### src/rtl/req_arbiter_rr.sv
// Three-requester round-robin arbiter with a bounded hold time.
// Every output, including the FSM state, is a register; a timed-out owner keeps lowest priority.
module req_arbiter_rr #(
    parameter int MAX_HOLD = 16
) (
    input  logic       clock,
    input  logic       reset,
    input  logic [2:0] req,
    input  logic       done,
    output logic [2:0] grant,
    output logic [1:0] grant_idx,
    output logic       grant_valid,
    output logic       timeout,
    output logic       fsm_state
);

    typedef enum logic {
        IDLE = 1'b0,
        OWN  = 1'b1
    } state_t;

    state_t     state;
    logic [1:0] last_idx;
    logic [7:0] hold_cnt;
    logic [1:0] cand_1;
    logic [1:0] cand_2;
    logic [1:0] winner;
    logic       release_now;

    function automatic logic [1:0] next_idx(input logic [1:0] i);
        return (i == 2'd2) ? 2'd0 : i + 2'd1;
    endfunction

    // Search last+1, then last+2; if neither requests, last_idx itself is the only candidate left.
    always_comb begin
        cand_1 = next_idx(last_idx);
        cand_2 = next_idx(cand_1);
        winner = last_idx;
        if (req[cand_1]) begin
            winner = cand_1;
        end else if (req[cand_2]) begin
            winner = cand_2;
        end
    end

    assign release_now = done || !req[grant_idx];
    assign fsm_state   = state;

    always_ff @(posedge clock) begin
        if (reset) begin
            state       <= IDLE;
            grant       <= 3'b000;
            grant_idx   <= 2'd0;
            grant_valid <= 1'b0;
            timeout     <= 1'b0;
            hold_cnt    <= 8'd0;
            last_idx    <= 2'd2;
        end else begin
            timeout <= 1'b0;
            case (state)
                IDLE: begin
                    if (req != 3'b000) begin
                        state       <= OWN;
                        grant       <= 3'b001 << winner;
                        grant_idx   <= winner;
                        grant_valid <= 1'b1;
                        last_idx    <= winner;
                        hold_cnt    <= 8'd1;
                    end
                end
                OWN: begin
                    if (release_now || (hold_cnt == 8'(MAX_HOLD))) begin
                        // A release on the limit cycle is an ordinary release, not a timeout.
                        state       <= IDLE;
                        grant       <= 3'b000;
                        grant_idx   <= 2'd0;
                        grant_valid <= 1'b0;
                        hold_cnt    <= 8'd0;
                        timeout     <= !release_now;
                    end else begin
                        hold_cnt <= hold_cnt + 8'd1;
                    end
                end
                default: begin
                    state <= IDLE;
                end
            endcase
        end
    end

endmodule

### config.mk
export PLATFORM = sky130hd
export DESIGN_NAME = req_arbiter_rr
export DESIGN_NICKNAME = d
export VERILOG_FILES = /design/src/rtl/req_arbiter_rr.sv
export SDC_FILE = /design/constraint.sdc
export NUM_CORES = 1
export LEC_CHECK = 0
export CELL_PAD_IN_SITES_DETAIL_PLACEMENT = 0
export CELL_PAD_IN_SITES_GLOBAL_PLACEMENT = 1
export CORE_MARGIN = 2
export CORE_UTILIZATION = 39
export CTS_CLUSTER_SIZE = 8
export DETAILED_ROUTE_END_ITERATION = 12
export GPL_ROUTABILITY_DRIVEN = 0
export GPL_TIMING_DRIVEN = 0
export PLACE_DENSITY = 0.83
export SETUP_SLACK_MARGIN = 0.5
export SLEW_MARGIN = 20
export SYNTH_ARGS = -nofsm -noshare
export SYNTH_HDL_FRONTEND = slang
export SYNTH_SLANG_ARGS = --single-unit
### constraint.sdc
create_clock -name clock -period 2 [get_ports clock]
set_input_delay 0.6 -clock clock [delete_from_list [all_inputs] [get_ports clock]]
set_output_delay 0.6 -clock clock [all_outputs]
set_load 0.005 [all_outputs]
After elaboration in Yosys (flattened, before gate mapping):

Index checks and enable logic that the tools add are counted.
W data, S select, Z words.

* register bits: 18
* bits of input ports: 6
* output and inout bits: 8
* word-level logic and storage cells: 54

* add/sub/neg operators: 3
* magnitude comparators: 3
* equality and inequality tests: 5
* shifts and indexed selects: 1
* multiplexer cells: 25
* bitwise operators: 2
* reductions and logical operators: 8

Operators by type and width (number)
* $mux W8: 2
* $pmux W8 S2: 1
* $mux W2: 6
* $lt A2 B3 Y1 const B: 3
* $add A8 B1 Y8 const B: 1
* $eq A8 B5 Y1 const B: 1
* $mux W1: 7
* $bmux W1 S2: 3
* $mux W3: 2
* $pmux W3 S2: 1
* $add A2 B1 Y2 const B: 2
* $eq A2 B2 Y1 const B: 2
* $pmux W1 S2: 2
* $pmux W2 S2: 1
* $reduce_and A2 Y1: 2
* $reduce_bool A3 Y1: 1
* $reduce_or A3 Y1: 1
* $shl A1 B2 Y3 const A: 1
* $logic_not A1 Y1: 2
* $logic_or A1 B1 Y1: 2
* $ne A2 B1 Y1 const B: 1
* $ne A2 B2 Y1 const B: 1
* $not A1 Y1: 2

Longest topological paths before layout:

* word-level depth: 11
* gate-level depth with buffers: 6
* gate-level depth less buffers: 6

Least setup slack after synthesis:

OpenSTA, ideal clock, no wires.

* path kind: input to register
* start point: input port reset
* end point: register grant[0]
* library setup time: 0.092 ns
* arrival time: 1.609 ns
* path slack: 0.299 ns
* stages: 4
* buffers on the path: 1
* cell sequence: clkbuf_1 > or3_2 > a221o_1 > o32ai_1

RTL lines
* start: declaration: line 7 `input logic reset,`
* end signal: assignment: line 64 `grant <= 3'b001 << winner;`
* end: declaration: line 10 `output logic [2:0] grant,`

Worst setup path after layout:

* start point: register state (netlist: fsm_state)
* end point: register hold_cnt[2]

* longest elaborated chain between the ends: 2
* elaborated cells between the ends (all ways): 3
* classes of those cells: 1 x eq/ne; 1 x mux; 1 x bitwise

Ends and longest elaborated chain
* start: declaration: line 22 `state_t state;`
* start signal: assignment: line 51 `state <= IDLE;`
* start signal: assignment: line 63 `state <= OWN;`
* start signal: assignment: line 74 `state <= IDLE;`
* $not A1 Y1
* $pmux W8 S2 / $ne A2 B2 Y1 (equally long branches)
* end signal: assignment: line 81 `hold_cnt <= hold_cnt + 8'd1;`
* end: declaration: line 24 `logic [7:0] hold_cnt;`

Parallel ways exist; a longest one is shown, timed or not.
A chain may end at the register's enable or synchronous reset.

==> summary.md <==
| Metric | Value |
|---|---|
| Antenna violations before repair | `0` |
| Non-Filler Instances | `157` |
| Status | `finished, final reports clean` |
| Tmin final | `1.56 ns` |
| Worst-case reg-to-reg path depth | `6` |
| Avg Inst Size Synth | `9.06 um^2` |
| Via density | `5.74` |
| Detailed placement HPWL | `1550 um` |
| Fin nets | `138` |
| First-pass GRT wire length | `4020 um` |
| Most common cell after layout, fill and taps aside | `dfxtp_1` |
| Worst Max-Slew Pin Slew | `0.562 ns` |
| Core Util, Final | `60.5%` |
| Fin. Hold Viols | `0` |
| Post-synthesis net count | `111` |
| IO Port Bufs | `12` |
| Largest net degree at the start of global routing | `11` |
| RSZ-0062 raised after global routing | `yes` |
| Wire per inst | `16.0 um` |
| Row cnt | `17` |
| Maximum fanout along the worst path | `5` |
| Detailed-router iteration count before antenna repair | `4` |
| Setup violations, final | `0` |
| Pwr dens | `598 nW/um^2` |
| Hold Path Stages | `2` |
| Critical Path End Type | `flop` |
| Maxcap violations | `0` |
| # IOs | `14` |
| Commonest cells after routing, fill and taps aside | `dfxtp_1, nor2_1, nand2_1, dfxtp_2` |
| Hold Crit Class | `flop to flop` |
| # fillers | `199` |
| Starting DRC count in detailed routing | `14` |
| Post-synth EDFFs | `0` |
| Worst-Skew Late Latency | `0.30 ns` |
| Worst slack, placed | `-0.252 ns` |
| Final wirelength | `2510 um` |
| Crit path DAT | `1.74 ns` |
| Synth top area share | `38.6%` |
| CTS Buf Count | `3` |
| Crit share post-route | `77.9%` |
| Syn. warnings | `0` |
| Area delta synth->final | `44.8%` |
| CP Launch Type | `flop` |
| Slew Viols, Final | `0` |
| CTS tree | `yes` |
| Register area share after synthesis | `38.6%` |
| Clock skew | `0.00231 ns` |
| FF+latch count, synth | `18` |
| Die area | `2800 um^2` |
| Critical path class | `flop to flop` |
| Clock Root Buffer | `clkbuf_4` |
| H-tree levels | `1` |
| Clock slew at reported path FFs | `0.11 ns` |
| Hold-fix buffers at CTS | `0` |
| Overall power | `809 uW` |
| Max clock buf depth | `2` |
| Antenna diode count | `0` |
| GRT Total Usage | `20.3%` |
| Slew Limit Headroom | `62.6%` |
| Initial Util | `41.8%` |
| Synth top area cells | `dfxtp_1, o32ai_1, nor2_1, nand2_1, xnor2_1` |
| VDD IR max | `0.000399 V` |
| Vias in the first global route | `838` |
| Fmax | `0.642 GHz` |
| Synth cell types | `42` |
| Pleak | `0.497 nW` |
| Core ar. | `2230 um^2` |
| DR vias | `901` |
| Dominant cell type by area after synthesis | `dfxtp_1` |
| Top FF cell, synth | `dfxtp_1` |
| Remaining global-route overflow | `0` |
| Asr flop ratio synth | `0%` |
| Mapped Cells | `103` |
| Layout cells sized above 1 | `43.4%` |
| Chip width | `52.9 um` |
| Final WS setup | `0.441 ns` |
| Worst EP required | `2.18 ns` |
| Syn Std Cell Area | `933 um^2` |
| Antenna-violating nets left | `0` |
| Drt drc | `0` |
| Die height | `52.9 um` |
| Number of clock sinks | `18` |
| DP Cell Count | `143` |
==> stage by stage <==
stage	setup TNS (ns)	hold slack [ns]	cell area, um^2
global route	0	0.504	1350
floorplan	0	0.445	991
global placement	-2.61	0.446	1150
finish	0	0.479	1350
detailed placement	-2.84	0.448	1150
CTS	0	0.467	1300
==> final cells by class <==
type / instances / area (um^2) / share of cell area, %
Tap cell: 28 / 35.0 / 2.59
Clock buffer: 4 / 36.3 / 2.69
Buffer: 2 / 8.76 / 0.648
Timing Repair Buffer: 22 / 195 / 14.4
Multi-Input combinational cell: 77 / 674 / 49.9
Sequential cell: 18 / 379 / 28.1
Inverter: 6 / 22.5 / 1.67
==> cells in the mapped netlist, types with 2 or more instances <==
cell type   n
o22a_2      2
nor2_1     10
inv_1       6
a22o_1      2
a21oi_1     2
o21ai_0     4
nand3_1     4
nand2_1     7
mux2i_1     2
nor2b_1     3
ha_1        2
clkbuf_1    2
dfxtp_1    18
nor3_1      5
xnor2_1     3
o32ai_1     5
==> worst paths after layout <==
kind	from	to	slack [ns]
setup reg to reg	fsm_state	hold_cnt[2]	0.44
hold / removal	grant_valid	grant_valid	0.48
setup / recovery	fsm_state	hold_cnt[2]	0.44
hold reg to reg	grant_valid	grant_valid	0.48
==> metal layers <==
| layer | track usage, % | up-vias | wire length, um |
|---|---|---|---|
| li1 | - | 442 | - |
| met1 | 27.8 | 435 | 1190 |
| met2 | 30.6 | 19 | 1190 |
| met3 | 4.24 | 5 | 88 |
| met4 | 8.97 | 0 | 43 |
| met5 | 0 | - | 0 |
==> cells by family after synthesis <==
family	count (synthesis)	synth area share, %
compound gates	25	22.5
xor+xnor	4	3.75
fa+ha+maj	2	2.68
buf+inv	8	3.22
flops	18	38.6
mux	2	2.14
simple gates	44	27.1
==> repair_timing <==
| item | 4_1_cts | 5_1_grt |
|---|---|---|
| setup buffers | 8 | 2 |
| gates resized for setup | 48 | 17 |
| setup endpoints to repair | 26 | 22 |
| pin swaps | 7 | 12 |
==> power breakdown <==
part	total (mW)	internal [mW]	switching [mW]
clock	0.231	0.111	0.120
combinational	0.187	0.0933	0.0938
sequential	0.390	0.377	0.0137
==> critical path, stage by stage, from the launching register on <==
cell	delay, ns
dfxtp_4	0.37
buf_6	0.12
buf_12	0.12
or4_4	0.52
nand2_2	0.10
xor2_1	0.15
nor3_1	0.05
==> sequential cells by signal, summed over array words and instances, names as in the netlist <==
| register | count |
|---|---|
| fsm_state | 1 |
| grant_valid | 1 |
| last_idx | 2 |
| hold_cnt | 8 |
| grant | 3 |
| grant_idx | 2 |
| timeout | 1 |
Note: power is estimated with default switching activity, not from simulation.
